[config.mk]
export PLATFORM = sky130hd
export DESIGN_NAME = abm_sync_notifier_flat
export DESIGN_NICKNAME = d
export VERILOG_FILES = /design/src/rtl/abm_pkg.sv /design/src/rtl/abm_sync_notifier_if.sv /design/src/rtl/abm_collect_timer.sv /design/src/rtl/abm_sync_notifier.sv /design/src/flat_wrapper.sv
export SDC_FILE = /design/constraint.sdc
export NUM_CORES = 1
export LEC_CHECK = 0
export ABC_AREA = 1
export CELL_PAD_IN_SITES_DETAIL_PLACEMENT = 0
export CELL_PAD_IN_SITES_GLOBAL_PLACEMENT = 1
export CORE_ASPECT_RATIO = 2
export CORE_MARGIN = 2
export CORE_UTILIZATION = 32
export DETAILED_ROUTE_END_ITERATION = 6
export GPL_TIMING_DRIVEN = 1
export PLACE_DENSITY_LB_ADDON = 0.25
export RECOVER_POWER = 25
export SLEW_MARGIN = 10
export SYNTH_ARGS = -nofsm -noshare
export SYNTH_HDL_FRONTEND = slang
export SYNTH_SLANG_ARGS = --single-unit
export TNS_END_PERCENT = 10
[constraint.sdc]
create_clock -name clk -period 1.8 [get_ports clk]
set_input_delay 0.36 -clock clk [delete_from_list [all_inputs] [get_ports clk]]
set_output_delay 0.36 -clock clk [all_outputs]
set_load 0.02 [all_outputs]
[src/rtl/abm_pkg.sv]
// Shared types and helpers for the ABM update notifier slice.
// Latency: n/a (package). Backpressure: n/a.
// Contents: FSM state type, channel-count ceiling, timer width helper.
package abm_pkg;

   typedef enum logic {
      ABM_IDLE    = 1'b0,
      ABM_COLLECT = 1'b1
   } abm_state_t;

   localparam int ABM_MAX_CH = 32;

   // A timeout of 0 still needs a 1-bit vector so declarations stay legal.
   function automatic int abm_timer_w(input int tmo);
      return (tmo < 1) ? 1 : $clog2(tmo + 1);
   endfunction

endpackage

[src/rtl/abm_sync_notifier_if.sv]
// Bundle between the ABM block writers / consumer and the notifier.
// Latency: n/a (wires only). Backpressure: none, strobes are fire-and-forget.
// master: drives ch_enable/ch_updated, observes strobes and status; slave: the notifier.
interface abm_sync_notifier_if #(
   parameter int NUM_CH = 2,
   parameter int CNT_W  = 16
);

   logic [NUM_CH-1:0] ch_enable;
   logic [NUM_CH-1:0] ch_updated;
   logic              abm_ready;
   logic              abm_timeout;
   logic              overrun;
   logic [NUM_CH-1:0] pending;
   logic [NUM_CH-1:0] missing;
   logic [CNT_W-1:0]  ready_count;

   modport master (
      output ch_enable, ch_updated,
      input  abm_ready, abm_timeout, overrun, pending, missing, ready_count
   );

   modport slave (
      input  ch_enable, ch_updated,
      output abm_ready, abm_timeout, overrun, pending, missing, ready_count
   );

endinterface

[src/rtl/abm_collect_timer.sv]
// Collection-age timer: counts cycles since the first update of an open set.
// Latency: tc_o reflects the registered count (no extra delay). Backpressure: none.
// Ports: clk, resetn (sync, active-low), clear_i (to 0, wins), load_i (to 1), en_i (count up), tc_o (count == TIMEOUT_CYCLES).
module abm_collect_timer
   import abm_pkg::*;
#(
   parameter int TIMEOUT_CYCLES = 1
) (
   input  logic clk,
   input  logic resetn,
   input  logic clear_i,
   input  logic load_i,
   input  logic en_i,
   output logic tc_o
);

   localparam int            TW   = abm_timer_w(TIMEOUT_CYCLES);
   localparam logic [TW-1:0] TERM = TW'(TIMEOUT_CYCLES);

   logic [TW-1:0] timer_q;

   // Saturates at the terminal count so the flag can never be missed by a wrap.
   always_ff @(posedge clk) begin
      if (!resetn || clear_i) begin
         timer_q <= '0;
      end else if (load_i) begin
         timer_q <= TW'(1);
      end else if (en_i && (timer_q != TERM)) begin
         timer_q <= timer_q + TW'(1);
      end
   end

   assign tc_o = (timer_q == TERM);

endmodule

[src/rtl/abm_sync_notifier.sv]
// Collects per-channel ABM update strobes and emits one abm_ready per complete enabled set.
// Latency: last required update sampled at edge N -> abm_ready in cycle N+1; all outputs registered.
// Backpressure: none; duplicates flag overrun, stale sets are abandoned by the optional timeout.
// Ports: clk, resetn (sync, active-low), bus (slave modport: ch_enable, ch_updated in;
//        abm_ready, abm_timeout, overrun, pending, missing, ready_count out).
module abm_sync_notifier
   import abm_pkg::*;
#(
   parameter int NUM_CH         = 2,
   parameter int TIMEOUT_CYCLES = 0,
   parameter int CNT_W          = 16
) (
   input  logic                 clk,
   input  logic                 resetn,
   abm_sync_notifier_if.slave   bus
);

   abm_state_t        state_q;
   logic [NUM_CH-1:0] pending_q;
   logic [NUM_CH-1:0] missing_q;
   logic [CNT_W-1:0]  count_q;
   logic              ready_q;
   logic              timeout_q;
   logic              overrun_q;

   logic [NUM_CH-1:0] upd;
   logic [NUM_CH-1:0] nxt;
   logic              en_none;
   logic              done;
   logic              tmo_hit;

   // Disabled channels never contribute; done is re-evaluated against the live mask,
   // so shrinking the mask can complete a set with no new update.
   always_comb begin
      upd     = bus.ch_updated & bus.ch_enable;
      nxt     = pending_q | upd;
      en_none = (bus.ch_enable == '0);
      done    = !en_none && ((nxt & bus.ch_enable) == bus.ch_enable);
   end

   generate
      if (TIMEOUT_CYCLES != 0) begin : g_timer
         logic load;
         logic clear;

         // Start counting at 1 on the first update; the timer sits at 0 whenever no set is open.
         assign load  = (state_q == ABM_IDLE) && !done && (upd != '0);
         assign clear = (state_q == ABM_IDLE) ? !load : (done || tmo_hit || en_none);

         abm_collect_timer #(
            .TIMEOUT_CYCLES (TIMEOUT_CYCLES)
         ) u_timer (
            .clk     (clk),
            .resetn  (resetn),
            .clear_i (clear),
            .load_i  (load),
            .en_i    (state_q == ABM_COLLECT),
            .tc_o    (tmo_hit)
         );
      end else begin : g_no_timer
         assign tmo_hit = 1'b0;
      end
   endgenerate

   always_ff @(posedge clk) begin
      if (!resetn) begin
         state_q   <= ABM_IDLE;
         pending_q <= '0;
         missing_q <= '0;
         count_q   <= '0;
         ready_q   <= 1'b0;
         timeout_q <= 1'b0;
         overrun_q <= 1'b0;
      end else begin
         ready_q   <= 1'b0;
         timeout_q <= 1'b0;
         // Duplicate is flagged but not counted; the pending bit simply stays set.
         overrun_q <= |(upd & pending_q);

         if (en_none) begin
            state_q   <= ABM_IDLE;
            pending_q <= '0;
         end else if (done) begin
            // Checked before timeout so a set completing on its deadline still counts.
            ready_q   <= 1'b1;
            count_q   <= count_q + CNT_W'(1);
            pending_q <= '0;
            state_q   <= ABM_IDLE;
         end else if (state_q == ABM_IDLE) begin
            if (upd != '0) begin
               pending_q <= upd;
               state_q   <= ABM_COLLECT;
            end
         end else if (tmo_hit) begin
            timeout_q <= 1'b1;
            missing_q <= bus.ch_enable & ~nxt;
            pending_q <= '0;
            state_q   <= ABM_IDLE;
         end else begin
            // Masking here drops pending bits of channels disabled mid-set.
            pending_q <= nxt & bus.ch_enable;
         end
      end
   end

   assign bus.abm_ready   = ready_q;
   assign bus.abm_timeout = timeout_q;
   assign bus.overrun     = overrun_q;
   assign bus.pending     = pending_q;
   assign bus.missing     = missing_q;
   assign bus.ready_count = count_q;

endmodule
[src/flat_wrapper.sv]
// flat-port wrapper written by rule: the top's interface ports become plain ports
module abm_sync_notifier_flat import abm_pkg::*;
#(
   parameter int NUM_CH         = 2,
   parameter int TIMEOUT_CYCLES = 0,
   parameter int CNT_W          = 16
)
  (clk, resetn, bus_ch_enable, bus_ch_updated, bus_abm_ready, bus_abm_timeout, bus_overrun, bus_pending, bus_missing, bus_ready_count);
  abm_sync_notifier_if #(.NUM_CH(NUM_CH), .CNT_W(CNT_W)) bus_i ();
  input  logic clk;
  input  logic resetn;
  input wire logic [$bits(bus_i.ch_enable)-1:0] bus_ch_enable;
  input wire logic [$bits(bus_i.ch_updated)-1:0] bus_ch_updated;
  output wire logic [$bits(bus_i.abm_ready)-1:0] bus_abm_ready;
  output wire logic [$bits(bus_i.abm_timeout)-1:0] bus_abm_timeout;
  output wire logic [$bits(bus_i.overrun)-1:0] bus_overrun;
  output wire logic [$bits(bus_i.pending)-1:0] bus_pending;
  output wire logic [$bits(bus_i.missing)-1:0] bus_missing;
  output wire logic [$bits(bus_i.ready_count)-1:0] bus_ready_count;
  assign bus_i.ch_enable = bus_ch_enable;
  assign bus_i.ch_updated = bus_ch_updated;
  assign bus_abm_ready = bus_i.abm_ready;
  assign bus_abm_timeout = bus_i.abm_timeout;
  assign bus_overrun = bus_i.overrun;
  assign bus_pending = bus_i.pending;
  assign bus_missing = bus_i.missing;
  assign bus_ready_count = bus_i.ready_count;
  abm_sync_notifier #(.NUM_CH(NUM_CH), .TIMEOUT_CYCLES(TIMEOUT_CYCLES), .CNT_W(CNT_W)) u_core (.clk(clk), .resetn(resetn), .bus(bus_i));
endmodule
==> metrics.txt <==
# TYPE chip_impl_metric gauge
chip_impl_metric{name="fp_rows",unit=""} 29
chip_impl_metric{name="post_synth_num_cell_types",unit=""} 21
chip_impl_metric{name="final_worst_path_period_share",unit="%"} 95.22
chip_impl_metric{name="clock_insertion_delay_worst_skew",unit="ns"} 0.26
chip_impl_metric{name="via_count",unit=""} 1031
chip_impl_metric{name="synth-adder-area-share",unit="%"} 1.198
chip_impl_metric{name="syn_avg_cell_area",unit="µm²"} 6.697
chip_impl_metric{name="reg2reg_setup_slack",unit="ns"} 0.22
chip_impl_metric{name="post-route-cell-area",unit="µm²"} 1353
chip_impl_info{name="category_of_the_worst_setup_path_launch_point",value="flip-flop"} 1
chip_impl_metric{name="crit_buf_inv",unit=""} 1
chip_impl_metric{name="max-cap-violations",unit=""} 0
chip_impl_metric{name="dpl-instance-area",unit="µm²"} 1319
chip_impl_metric{name="worstPathRequired",unit="ns"} 1.44
chip_impl_metric{name="worstPathMaxFanout",unit=""} 7
chip_impl_info{name="crit_slowest_cell",value="clkdlybuf4s50_1"} 1
chip_impl_info{name="worst_path_dominant_cell_family",value="buffers and inverters"} 1
chip_impl_metric{name="totalNegativeSetupSlack",unit="ns"} 0
chip_impl_metric{name="worst_setup_hold_path_clk_slew",unit="ns"} 0.08
chip_impl_metric{name="final_hold_viol_count",unit=""} 0
chip_impl_metric{name="wl",unit="mm"} 2.450
chip_impl_metric{name="via_count_of_the_first_global_routing_pass",unit=""} 913
chip_impl_metric{name="remaining_drc_errors",unit=""} 0
chip_impl_info{name="unrepaired_setup_endpoints_after_global_routing",value="false"} 1
chip_impl_info{name="hold-path-endpoint",value="u_core.bus.overrun"} 1
chip_impl_info{name="run_status",value="completed"} 1
chip_impl_metric{name="post_synth_instance_area",unit="µm²"} 1045
chip_impl_metric{name="minimum_period_implied_by_the_final_worst_setup_slack",unit="ns"} 1.714
chip_impl_metric{name="io-pin-count",unit=""} 29
chip_impl_metric{name="hold_buffers",unit=""} 0
chip_impl_metric{name="core_area",unit="µm²"} 3157
chip_impl_metric{name="cts_repair_resize_count",unit=""} 0
chip_impl_info{name="clock_tree_from_tritoncts",value="done"} 1
chip_impl_metric{name="synthXorXnorAreaFrac",unit="%"} 0
chip_impl_metric{name="wp_data_arrival",unit="ns"} 1.35
chip_impl_metric{name="post_synth_mux_area_share",unit="%"} 0
chip_impl_info{name="critical_path_cell_sequence",value="clkdlybuf4s50_1"} 1
chip_impl_metric{name="ys_warns",unit=""} 0
chip_impl_metric{name="synthToLayoutAreaGrowth",unit="%"} 29.46
chip_impl_metric{name="layout.core_utilization",unit="%"} 42.85
chip_impl_info{name="layout.cells.most_common_list",value="37 x nand2_1, 29 x nor2_1, 24 x clkdlybuf4s50_1"} 1
chip_impl_info{name="layout_commonest_cell",value="nand2_1"} 1
chip_impl_info{name="dominant_combinational_cell_family_by_area_after_synthesis",value="simple AND/OR/NAND/NOR gates"} 1
chip_impl_info{name="timing.rr.end",value="u_core.bus.ready_count[12]"} 1
chip_impl_info{name="critPathCaptureType",value="output port"} 1
chip_impl_metric{name="hold_depth",unit=""} 2
chip_impl_metric{name="yosys_register_bits",unit=""} 21
chip_impl_metric{name="vdd_drop_max",unit="V"} 0.0003577
chip_impl_metric{name="r2r_cells",unit=""} 8
chip_impl_metric{name="cts_num_sinks",unit=""} 21
chip_impl_metric{name="postCtsSetupRepairBufs",unit=""} 0
chip_impl_metric{name="timing.clock.skew",unit="ns"} 0.002322
chip_impl_metric{name="place_congestion",unit=""} 0.7600
chip_impl_metric{name="die_footprint",unit="µm²"} 3766
chip_impl_metric{name="global_route.overflow_total",unit=""} 0
chip_impl_metric{name="setup_failing_eps_final",unit=""} 0
chip_impl_metric{name="global_route_wire_length_before_repair",unit="mm"} 4.064
chip_impl_metric{name="power_total",unit="mW"} 0.8855
chip_impl_metric{name="detailed_place_hpwl",unit="mm"} 1.937
chip_impl_metric{name="antenna_diode_instance_count",unit=""} 0
chip_impl_metric{name="detail_route.vias_per_cell",unit=""} 4.795
chip_impl_metric{name="start_util",unit="%"} 33.10
chip_impl_metric{name="synth_seq_area_share",unit="%"} 40.24
chip_impl_info{name="min_path_type",value="flip-flop to flip-flop"} 1
chip_impl_metric{name="max_stage_delay",unit="ns"} 0.65
chip_impl_metric{name="wl_per_cell",unit="µm"} 11.40
chip_impl_metric{name="power.leakage",unit="nW"} 0.5703
chip_impl_metric{name="power_density_normalized_to_cell_area",unit="nW/µm²"} 654.7
chip_impl_metric{name="grt_max_degree",unit=""} 14
chip_impl_metric{name="fillerInstances",unit=""} 337
chip_impl_metric{name="die-width",unit="µm"} 44.41
chip_impl_metric{name="timing.fmax",unit="MHz"} 583.5
chip_impl_metric{name="clk_path_buf_depth",unit=""} 2
chip_impl_metric{name="post_synth_and_or_nand_nor_area_fraction",unit="%"} 38.92
chip_impl_metric{name="cts_made_buffers",unit=""} 3
chip_impl_metric{name="post_layout_nets",unit=""} 192
chip_impl_metric{name="place.port_buffers",unit=""} 25
chip_impl_metric{name="syn-instance-count",unit=""} 156
chip_impl_metric{name="drt_first_pass_iters",unit=""} 4
chip_impl_metric{name="slew_violations",unit=""} 0
chip_impl_info{name="clock_tree_root_driver_cell",value="clkbuf_8"} 1
chip_impl_info{name="type_of_the_setup_path_with_the_least_slack",value="flip-flop to output port"} 1
chip_impl_metric{name="clock_tree.htree_level_count",unit=""} 1
chip_impl_metric{name="antenna_violating_nets_post_route",unit=""} 0
chip_impl_metric{name="chipHeight",unit="µm"} 84.81
chip_impl_metric{name="final_layout_size_suffix_gt1_share",unit="%"} 5.978
chip_impl_info{name="worst_r2r_startpoint",value="u_core.bus.ready_count[0]"} 1
chip_impl_metric{name="grt.total_usage",unit="%"} 14.27
chip_impl_metric{name="detail_route.iter0.violations",unit=""} 16
chip_impl_metric{name="synth-compound-area-share",unit="%"} 9.222
chip_impl_metric{name="antenna_found_initial",unit=""} 0
chip_impl_info{name="min-delay-start",value="u_core.bus.pending[1]"} 1
logic make-up (layout without fill, tap and decap cells):
group                    count (synthesis)  count (layout)
flip-flops                              21              21
AND/OR/NAND/NOR                         91              91
other                                    1               3
buffers and inverters                   23              49
adder cells (fa/ha/maj)                  1               1
AO/OA/AOI/OAI                           19              19
sequential cells by signal (all words and copies together) (netlist names):
name,flops
u_core.bus.ready_count,16
u_core.bus.pending,2
u_core.bus.abm_ready,1
u_core.bus.overrun,1
u_core.state_q,1
Yosys cell counts (all sizes together):
cell type / number / share of area, %
buf: 5 / 3.6
ha: 1 / 1.2
nor3b: 1 / 0.72
nand4: 2 / 1.2
a21oi: 14 / 6.7
inv: 18 / 6.5
conb: 1 / 0.36
nand3: 19 / 11
a31oi: 1 / 0.60
nor2: 32 / 13
dfxtp: 21 / 40
o21ai: 4 / 1.9
nand2: 37 / 14
final cells by class:
type | instances | area [µm²] | area share (%)
inverter | 18 | 67.56 | 4.995
multi-input combinational | 114 | 514.2 | 38.02
timing repair buffer | 27 | 265.3 | 19.61
clock inverter | 1 | 5.005 | 0.3700
clock buffer | 3 | 41.29 | 3.053
tap | 31 | 38.79 | 2.868
sequential | 21 | 420.4 | 31.08
worst register-to-register path, delay by kind of cell, from the launching register on:
kind	cells	cell delay (ns)
simple gates	7	0.84
flops	1	0.40
fa+ha+maj	1	0.24
through the flow:
stage / setup slack, ns / hold WS, ns / instances
2_1_floorplan: 0.2980 / 0.4663 / 158
3_3_place_gp: 0.05316 / 0.4818 / 211
3_5_place_dp: 0.008788 / 0.4909 / 211
4_1_cts: 0.05631 / 0.5046 / 215
5_1_grt: 0.006507 / 0.5351 / 215
6_report: 0.08610 / 0.4994 / 215
report_power, final:
group	internal, mW	switching, mW	leakage [nW]
clock network	0.154	0.150	0.0255
logic	0.0391	0.0620	0.375
registers	0.473	0.00730	0.170
total	0.666	0.220	0.570
worst max path at each step:
stage / startpoint / to / slack (ns) / cells past startpoint
global route: u_core.bus.ready_count[7] / bus_ready_count[7] / 0.007 / 1
CTS: u_core.bus.ready_count[7] / bus_ready_count[7] / 0.06 / 1
finish: u_core.bus.ready_count[7] / bus_ready_count[7] / 0.09 / 1
floorplan: u_core.bus.ready_count[0] / u_core.bus.ready_count[12] / 0.30 / 8
detailed placement: bus_ch_enable[0] / u_core.bus.ready_count[11] / 0.009 / 8
global placement: bus_ch_enable[0] / u_core.bus.ready_count[11] / 0.05 / 8
metal layers:
layer,up-vias,GRT usage [%],routed length (µm)
li1,547,-,-
met1,460,15.36,944
met2,22,26.07,1410
met3,2,2.151,68
met4,0,5.785,27
met5,-,0,0
Power figures use the tool's default switching activity.
